===== config.mk =====
export PLATFORM = sky130hd
export DESIGN_NAME = operand_move_unit_flat
export DESIGN_NICKNAME = d
export VERILOG_FILES = /design/src/rtl/operand_move_unit_if.sv /design/src/rtl/operand_move_unit.sv /design/src/flat_wrapper.sv
export SDC_FILE = /design/constraint.sdc
export NUM_CORES = 1
export LEC_CHECK = 0
export CAP_MARGIN = 30
export CORE_UTILIZATION = 35
export DETAILED_ROUTE_END_ITERATION = 10
export GPL_TIMING_DRIVEN = 1
export SLEW_MARGIN = 30
export SYNTH_ARGS = -nofsm -noshare
export SYNTH_HDL_FRONTEND = slang
export SYNTH_SLANG_ARGS = --single-unit

===== constraint.sdc =====
create_clock -name clk -period 4.46 [get_ports clk]
set_input_delay 1.115 -clock clk [delete_from_list [all_inputs] [get_ports clk]]
set_output_delay 1.115 -clock clk [all_outputs]
set_load 0.05 [all_outputs]

===== src/rtl/operand_move_unit_if.sv =====
// Handshake and data bundle between operand fetch, the operand move unit and writeback.
interface operand_move_unit_if #(
    parameter int unsigned WIDTH  = 32,
    parameter int unsigned MODE_W = 3
);
    logic              in_valid;
    logic              in_ready;
    logic [WIDTH-1:0]  a;
    logic [WIDTH-1:0]  b;
    logic [MODE_W-1:0] mode;
    logic              out_valid;
    logic              out_ready;
    logic [WIDTH-1:0]  s;
    logic              we;
    logic              err;

    modport master (
        output in_valid, a, b, mode, out_ready,
        input  in_ready, out_valid, s, we, err
    );

    modport slave (
        input  in_valid, a, b, mode, out_ready,
        output in_ready, out_valid, s, we, err
    );
endinterface


===== src/rtl/operand_move_unit.sv =====
// Registered MOVB/MOVA/MOVZ/MOVN/LUI operand mover with a 2-entry skid buffer
// so that in_ready is a flop and never depends on out_ready combinationally.
module operand_move_unit #(
    parameter int unsigned WIDTH  = 32,
    parameter int unsigned MODE_W = 3
) (
    input  logic                 clk,
    input  logic                 rst_n,
    operand_move_unit_if.slave   bus
);
    typedef enum logic [1:0] {EMPTY, ONE, TWO} state_t;

    state_t           r_state;
    logic             r_in_ready;
    logic             r_out_valid;
    logic [WIDTH-1:0] r_m_s;
    logic             r_m_we;
    logic             r_m_err;
    logic [WIDTH-1:0] r_k_s;
    logic             r_k_we;
    logic             r_k_err;
    logic             r_k_valid;

    logic [WIDTH-1:0] w_s;
    logic             w_we;
    logic             w_err;
    logic             w_acc;
    logic             w_xfer;

    always_comb begin
        w_s   = '0;
        w_we  = 1'b0;
        w_err = 1'b0;
        case (bus.mode)
            MODE_W'(0): begin w_s = bus.b; w_we = 1'b1; end
            MODE_W'(1): begin w_s = bus.a; w_we = 1'b1; end
            MODE_W'(2): begin w_s = bus.a; w_we = (bus.b == '0); end
            MODE_W'(3): begin w_s = bus.a; w_we = (bus.b != '0); end
            MODE_W'(4): begin
                w_s  = {bus.b[WIDTH/2-1:0], {(WIDTH/2){1'b0}}};
                w_we = 1'b1;
            end
            default:    w_err = 1'b1;
        endcase
    end

    assign w_acc  = bus.in_valid & r_in_ready;
    assign w_xfer = r_out_valid & bus.out_ready;

    always_ff @(posedge clk or negedge rst_n) begin
        if (!rst_n) begin
            r_state     <= EMPTY;
            r_in_ready  <= 1'b1;
            r_out_valid <= 1'b0;
            r_m_s       <= '0;
            r_m_we      <= 1'b0;
            r_m_err     <= 1'b0;
            r_k_s       <= '0;
            r_k_we      <= 1'b0;
            r_k_err     <= 1'b0;
            r_k_valid   <= 1'b0;
        end else begin
            case (r_state)
                EMPTY: begin
                    if (w_acc) begin
                        r_m_s       <= w_s;
                        r_m_we      <= w_we;
                        r_m_err     <= w_err;
                        r_out_valid <= 1'b1;
                        r_state     <= ONE;
                    end
                end
                ONE: begin
                    if (w_acc && w_xfer) begin
                        r_m_s   <= w_s;
                        r_m_we  <= w_we;
                        r_m_err <= w_err;
                    end else if (w_acc) begin
                        // M is stalled downstream; park the newer result in K
                        r_k_s      <= w_s;
                        r_k_we     <= w_we;
                        r_k_err    <= w_err;
                        r_k_valid  <= 1'b1;
                        r_in_ready <= 1'b0;
                        r_state    <= TWO;
                    end else if (w_xfer) begin
                        r_out_valid <= 1'b0;
                        r_state     <= EMPTY;
                    end
                end
                TWO: begin
                    if (w_xfer) begin
                        r_m_s      <= r_k_s;
                        r_m_we     <= r_k_we;
                        r_m_err    <= r_k_err;
                        r_k_valid  <= 1'b0;
                        r_in_ready <= 1'b1;
                        r_state    <= ONE;
                    end
                end
                default: begin
                    r_state     <= EMPTY;
                    r_in_ready  <= 1'b1;
                    r_out_valid <= 1'b0;
                    r_k_valid   <= 1'b0;
                end
            endcase
        end
    end

    assign bus.in_ready  = r_in_ready;
    assign bus.out_valid = r_out_valid;
    assign bus.s         = r_m_s;
    assign bus.we        = r_m_we;
    assign bus.err       = r_m_err;
endmodule


===== src/flat_wrapper.sv =====
// flat-port wrapper written by rule: the top's interface ports become plain ports
module operand_move_unit_flat 
#(
    parameter int unsigned WIDTH  = 32,
    parameter int unsigned MODE_W = 3
)
  (clk, rst_n, bus_in_valid, bus_a, bus_b, bus_mode, bus_out_ready, bus_in_ready, bus_out_valid, bus_s, bus_we, bus_err);
  operand_move_unit_if #(.WIDTH(WIDTH), .MODE_W(MODE_W)) bus_i ();
  input  logic clk;
  input  logic rst_n;
  input wire logic [$bits(bus_i.in_valid)-1:0] bus_in_valid;
  input wire logic [$bits(bus_i.a)-1:0] bus_a;
  input wire logic [$bits(bus_i.b)-1:0] bus_b;
  input wire logic [$bits(bus_i.mode)-1:0] bus_mode;
  input wire logic [$bits(bus_i.out_ready)-1:0] bus_out_ready;
  output wire logic [$bits(bus_i.in_ready)-1:0] bus_in_ready;
  output wire logic [$bits(bus_i.out_valid)-1:0] bus_out_valid;
  output wire logic [$bits(bus_i.s)-1:0] bus_s;
  output wire logic [$bits(bus_i.we)-1:0] bus_we;
  output wire logic [$bits(bus_i.err)-1:0] bus_err;
  assign bus_i.in_valid = bus_in_valid;
  assign bus_i.a = bus_a;
  assign bus_i.b = bus_b;
  assign bus_i.mode = bus_mode;
  assign bus_i.out_ready = bus_out_ready;
  assign bus_in_ready = bus_i.in_ready;
  assign bus_out_valid = bus_i.out_valid;
  assign bus_s = bus_i.s;
  assign bus_we = bus_i.we;
  assign bus_err = bus_i.err;
  operand_move_unit #(.WIDTH(WIDTH), .MODE_W(MODE_W)) u_core (.clk(clk), .rst_n(rst_n), .bus(bus_i));
endmodule

# ---- After elaboration in Yosys (flattened, before gate mapping)
# Index checks and enable logic that the tools add are counted.
dict set report totals {
  register_bits 72
  in_bits 71
  output_inout_bits 36
  wordCells 72
}
dict set report classes {
  eq_ne 14
  mux 30
  n_bitwise 5
  n_reduce_logical 14
}
# op n
set ops {}
lappend ops {{$pmux 32 s3} 2}
lappend ops {{$mux 32} 3}
lappend ops {{$logic_not 32->1} 1}
lappend ops {{$reduce_bool 32->1} 1}
lappend ops {{$pmux 1 s3} 5}
lappend ops {{$mux 1} 14}
lappend ops {{$reduce_and 4->1} 3}
lappend ops {{$mux 2} 5}
lappend ops {{$ne 2x1->1 const B} 5}
lappend ops {{$eq 3x2->1 const B} 2}
lappend ops {{$pmux 2 s3} 1}
lappend ops {{$reduce_or 3->1} 2}
lappend ops {{$reduce_and 5->1} 1}
lappend ops {{$reduce_or 5->1} 1}
lappend ops {{$ne 2x2->1 const B} 2}
lappend ops {{$eq 3x1->1 const B} 1}
lappend ops {{$eq 3x3->1 const B} 1}
lappend ops {{$logic_not 3->1} 1}
lappend ops {{$ne 3x1->1 const B} 1}
lappend ops {{$not 1->1} 3}
lappend ops {{$reduce_and 3->1} 1}
lappend ops {{$reduce_bool 3->1} 1}
lappend ops {{$and 1x1->1} 2}
lappend ops {{$eq 2x1->1 const B} 1}
lappend ops {{3 further kinds} 3}

# ---- Longest topological paths before layout
dict set report logic_depth {
  ltp_word 5
  ltp_mapped 8
  mapped_depth_nobuf 5
}

# ---- Least setup slack after synthesis
# Ideal clock, no wire load.
dict set report synth_timing {
  path_kind {in2reg}
  start {in bus_b[28]}
  end {reg u_core.r_k_we}
  setup_ns 0.082
  arrival_time_ns 2.331
  required_time_ns 4.378
  setup_slack_ns 2.047
  stages 4
  path_buffers 0
  cell_sequence {or4_4 -> nor4_4 -> mux2_4 -> a31oi_1}
}
dict set report synth_between {
  elab_chain_cells 2
  word_cells_on_any_way 3
  classes_between {mux: 1; reduce/logical: 2}
}
# element line_no
set synth_lines {}
lappend synth_lines {{start: declaration} flat_wrapper.sv:13} ;# input wire logic [$bits(bus_i.b)-1:0] bus_b;
lappend synth_lines {{$reduce_bool 32->1 or $logic_not 32->1 (tied branches)} {operand_move_unit.sv:38, operand_move_unit.sv:37}}
lappend synth_lines {{$pmux 1 s3 *} operand_move_unit.sv:34} ;# case (bus.mode)
lappend synth_lines {{end signal: assignment} operand_move_unit.sv:81} ;# r_k_we <= w_we;
lappend synth_lines {{end: declaration} operand_move_unit.sv:20} ;# logic r_k_we;
# Mark *: on every way between the ends. The rest lies on a longest branch, timed or not.
# A chain may end at the register's enable or synchronous reset.

# ---- Worst setup path in the final report
dict set report layout_timing {
  start {in bus_mode[1]}
  end {reg u_core.r_k_s[20]}
}
dict set report layout_between {
  elab_chain_cells 3
  word_cells_on_any_way 7
  classes_between {eq/ne: 4; mux: 1; reduce/logical: 2}
}
# element line_no
set layout_lines {}
lappend layout_lines {{start: declaration} flat_wrapper.sv:14} ;# input wire logic [$bits(bus_i.mode)-1:0] bus_mode;
lappend layout_lines {{$eq 3x1->1 or $eq 3x2->1 (tied branches)} operand_move_unit.sv:34}
lappend layout_lines {{$reduce_or 3->1 (no source line)} n/a}
lappend layout_lines {{$pmux 32 s3 *} operand_move_unit.sv:34}
lappend layout_lines {{end signal: assignment} operand_move_unit.sv:80} ;# r_k_s <= w_s;
lappend layout_lines {{end: declaration} operand_move_unit.sv:19} ;# logic [WIDTH-1:0] r_k_s;
# Marks and branches as above.

==> metrics.txt <==
status=finished clean; Die H=107 microns; switching power=340 uW; grt ovf=0; Gate power share=12.0%; Fin Setup TNS=0 ns; CP Class=in -> reg; Pins Over Slew Limit=0; # setup viols final=0; Yosys cell types=35; crit path DAT=3.17 ns; CP Max Fanout=34; Sw Share=approximately a quarter; utilization after layout=49.6%; # IOs=107; initial antenna violation count=0; Area Overhead vs Synth=35.8%; Async SR Flop Fraction=100%; max incr delay on CP=0.69 ns; sequential share of power=45.8%; Placeable Area=0.0105 sq mm; sequential share of the synthesized area=47.2%; VDD IR-drop max=approximately 150 uV; PortBufs=106; count of flip-flops with a built-in enable after synthesis=0; final setup margin=1.52 ns; power density over the cells=274 mW/mm^2; hold-fix buffers at CTS=0; crit path launch type=input pin; Site Rows=37; synthesized area per cell=8.63 sq um; top cells by area, synth=dfrtp_1 46%, nand2_1 15%, mux2i_1 9.2%, o21ai_0 5.1%, nand3_1 3.4%; Max-Cap Viols=0; crit path cell chain=clkdlybuf4s50_1 -> nor2_4 -> buf_4 -> mux2i_1 -> o21ai_0 -> mux2_2; Reg clk slew, reported paths=0.07 ns; CP top delay family=buffers and inverters; Initial Utilization=36.5%; die width=107 microns; Vias per Instance=5.10; DRT Pass-1 Iters=4; CTS Root Cell=clkbuf_8; Cell Int Power=1080 uW; Setup Slack @ Placement=1.16 ns; RSZ-0062 raised after global routing=false; vias in the first global route=3457; critical path depth=6; most frequent cells after synthesis=155 x nand2_1, 71 x dfrtp_1, 39 x o21ai_0, 35 x mux2i_1, 26 x nand3_1; maximum number of pins on one net before global-route repair=around 40; H-tree Lvls=3; Cells on Worst Hold Path=2; Synth Register Bits=72; most frequent cell after synthesis=nand2_1; Mapped Cells=between 400 and 500; final antenna-violating net count=0; Final HPWL DP=8210 microns; CTS tree=built; setup bufs post-CTS=0; die footprint=approximately 0.011 sq mm; min-delay worst type=reg -> reg; gr usage total=21.0%; Max Clock Skew=0.00897 ns; Skew-Pair Late Insertion Delay=about 0.35 ns; Mapped Nets=514; DRC marker count from the first detailed-route iteration=127; f_max=340 MHz; layout cells sized above 1=8.10%; worst slew pin tran=0.827 ns; slowest CP cell=nor2_4; minimum clock period=2.94 ns; Critical Path End Type=flop; CTS Buffer Depth=2; Routed WL=11400 microns; Vias=3464; clock sink count=72; synthesized area=around 0.0038 sq mm; R2R depth=5; Synth warnings=0; final hold vios=0; Clock power frac=42.2%; Residual DRC=0; CTS Buf Count=9; required time of the worst setup path=4.69 ns; fin crit share=between 60% and 70%; wire length per cell=16.8 microns; post_cts resized=0; global-route wire length before repair=18100 microns; slew margin rel.=roughly 45%; static leakage=between 0.002 and 0.0025 uW; gpl congestion=0.852; Yosys top cell area share=46.5%; antenna cells=0; commonest register cell after synthesis=dfrtp_1; area leader, netlist=dfrtp_1; WP buf/inv=2; fin nets=609
[stage by stage]
| step | instances | cell area [sq um] | total power (uW) | hold slack, ns |
|---|---|---|---|---|
| floorplan | 443 | 3820 | 727 | 0.438 |
| global placement | 663 | 4950 | 835 | 0.449 |
| detailed placement | 663 | 4960 | 836 | 0.454 |
| CTS | 679 | 5190 | 1440 | 0.473 |
| global route | 679 | 5190 | 1480 | 0.508 |
| finish | 679 | 5190 | 1420 | 0.474 |
[sequential cells by signal, indices dropped and copies added (netlist names)]
register              flops
u_core.bus.s             32
u_core.r_k_s             32
u_core.r_state            2
u_core.bus.err            1
u_core.bus.in_ready       1
u_core.bus.out_valid      1
u_core.bus.we             1
u_core.r_k_err            1
u_core.r_k_we             1
[power by group through the flow]
stage | Combinational (uW) | Clock (uW) | Sequential (uW)
global placement | 170 | 0 | 665
global route | 185 | 641 | 652
floorplan | 61.6 | 0 | 665
detailed placement | 171 | 0 | 665
CTS | 171 | 617 | 652
finish | 170 | 600 | 652
[cell type report]
type                       instances  area [sq um]
clock inverter                     4          76.3
multi-input combinational        339          1850
sequential                        72          1800
inverter                           1          3.75
clock buffer                      12           155
fill                            1035          5270
timing repair buffer             115          1140
tap                              136           170
[cells in the final DEF, fill, tap and decap left out, types with 2 or more instances in the layout]
master           count
nand4_1              2
clkdlybuf4s50_1    105
bufinv_16            2
nor2_1               7
nor4_1               5
o21ai_0             39
a31oi_1             10
a21oi_1             20
nor2_4               2
o21ai_1              6
nand2_1            155
buf_4                8
mux2_2               9
and2_1               7
mux2i_1             35
nand3_1             26
dfrtp_1             71
clkbuf_8            11
nand3b_1             2
[path summary, 6_finish.rpt]
path                                                from                      endpoint  slack [ns]
max                                          bus_mode[1]  u_core.r_k_s[20]$_DFFE_PN0P_        1.52
min                         u_core.r_k_s[29]$_DFFE_PN0P_  u_core.r_k_s[29]$_DFFE_PN0P_        0.47
max reg2reg                u_core.r_state[1]$_DFFE_PN0P_  u_core.bus.s[26]$_DFFE_PN0P_        2.44
min reg2reg                 u_core.r_k_s[29]$_DFFE_PN0P_  u_core.r_k_s[29]$_DFFE_PN0P_        0.47
max in group asynchronous                          rst_n  u_core.r_k_s[16]$_DFFE_PN0P_        2.78
min in group asynchronous                          rst_n   u_core.bus.s[1]$_DFFE_PN0P_        0.85
[layer usage]
layer  wire [microns]  share of wire (%)  GRT usage [%]
met1             5060                 44           28.0
met4              382                3.4           9.39
met3              504                4.4           2.70
met5                0                  0              0
met2             5440                 48           34.2
[logic make-up after synthesis]
| family | share of synthesized area (%) |
|---|---|
| DFF | 47.2 |
| buffers and inverters | 4.75 |
| AOI/OAI and AO/OA | 11.1 |
| muxes | 12.2 |
| and+or+nand+nor | 24.8 |
[worst reg2reg max path, cell delays in order, from the launching register on]
cell	delay, ns
dfrtp_1	0.54
nand3b_1	0.17
a21oi_1	0.11
a31oi_4	0.66
buf_12	0.28
o21ai_0	0.13
Note: power is estimated with default switching activity, not from simulation.
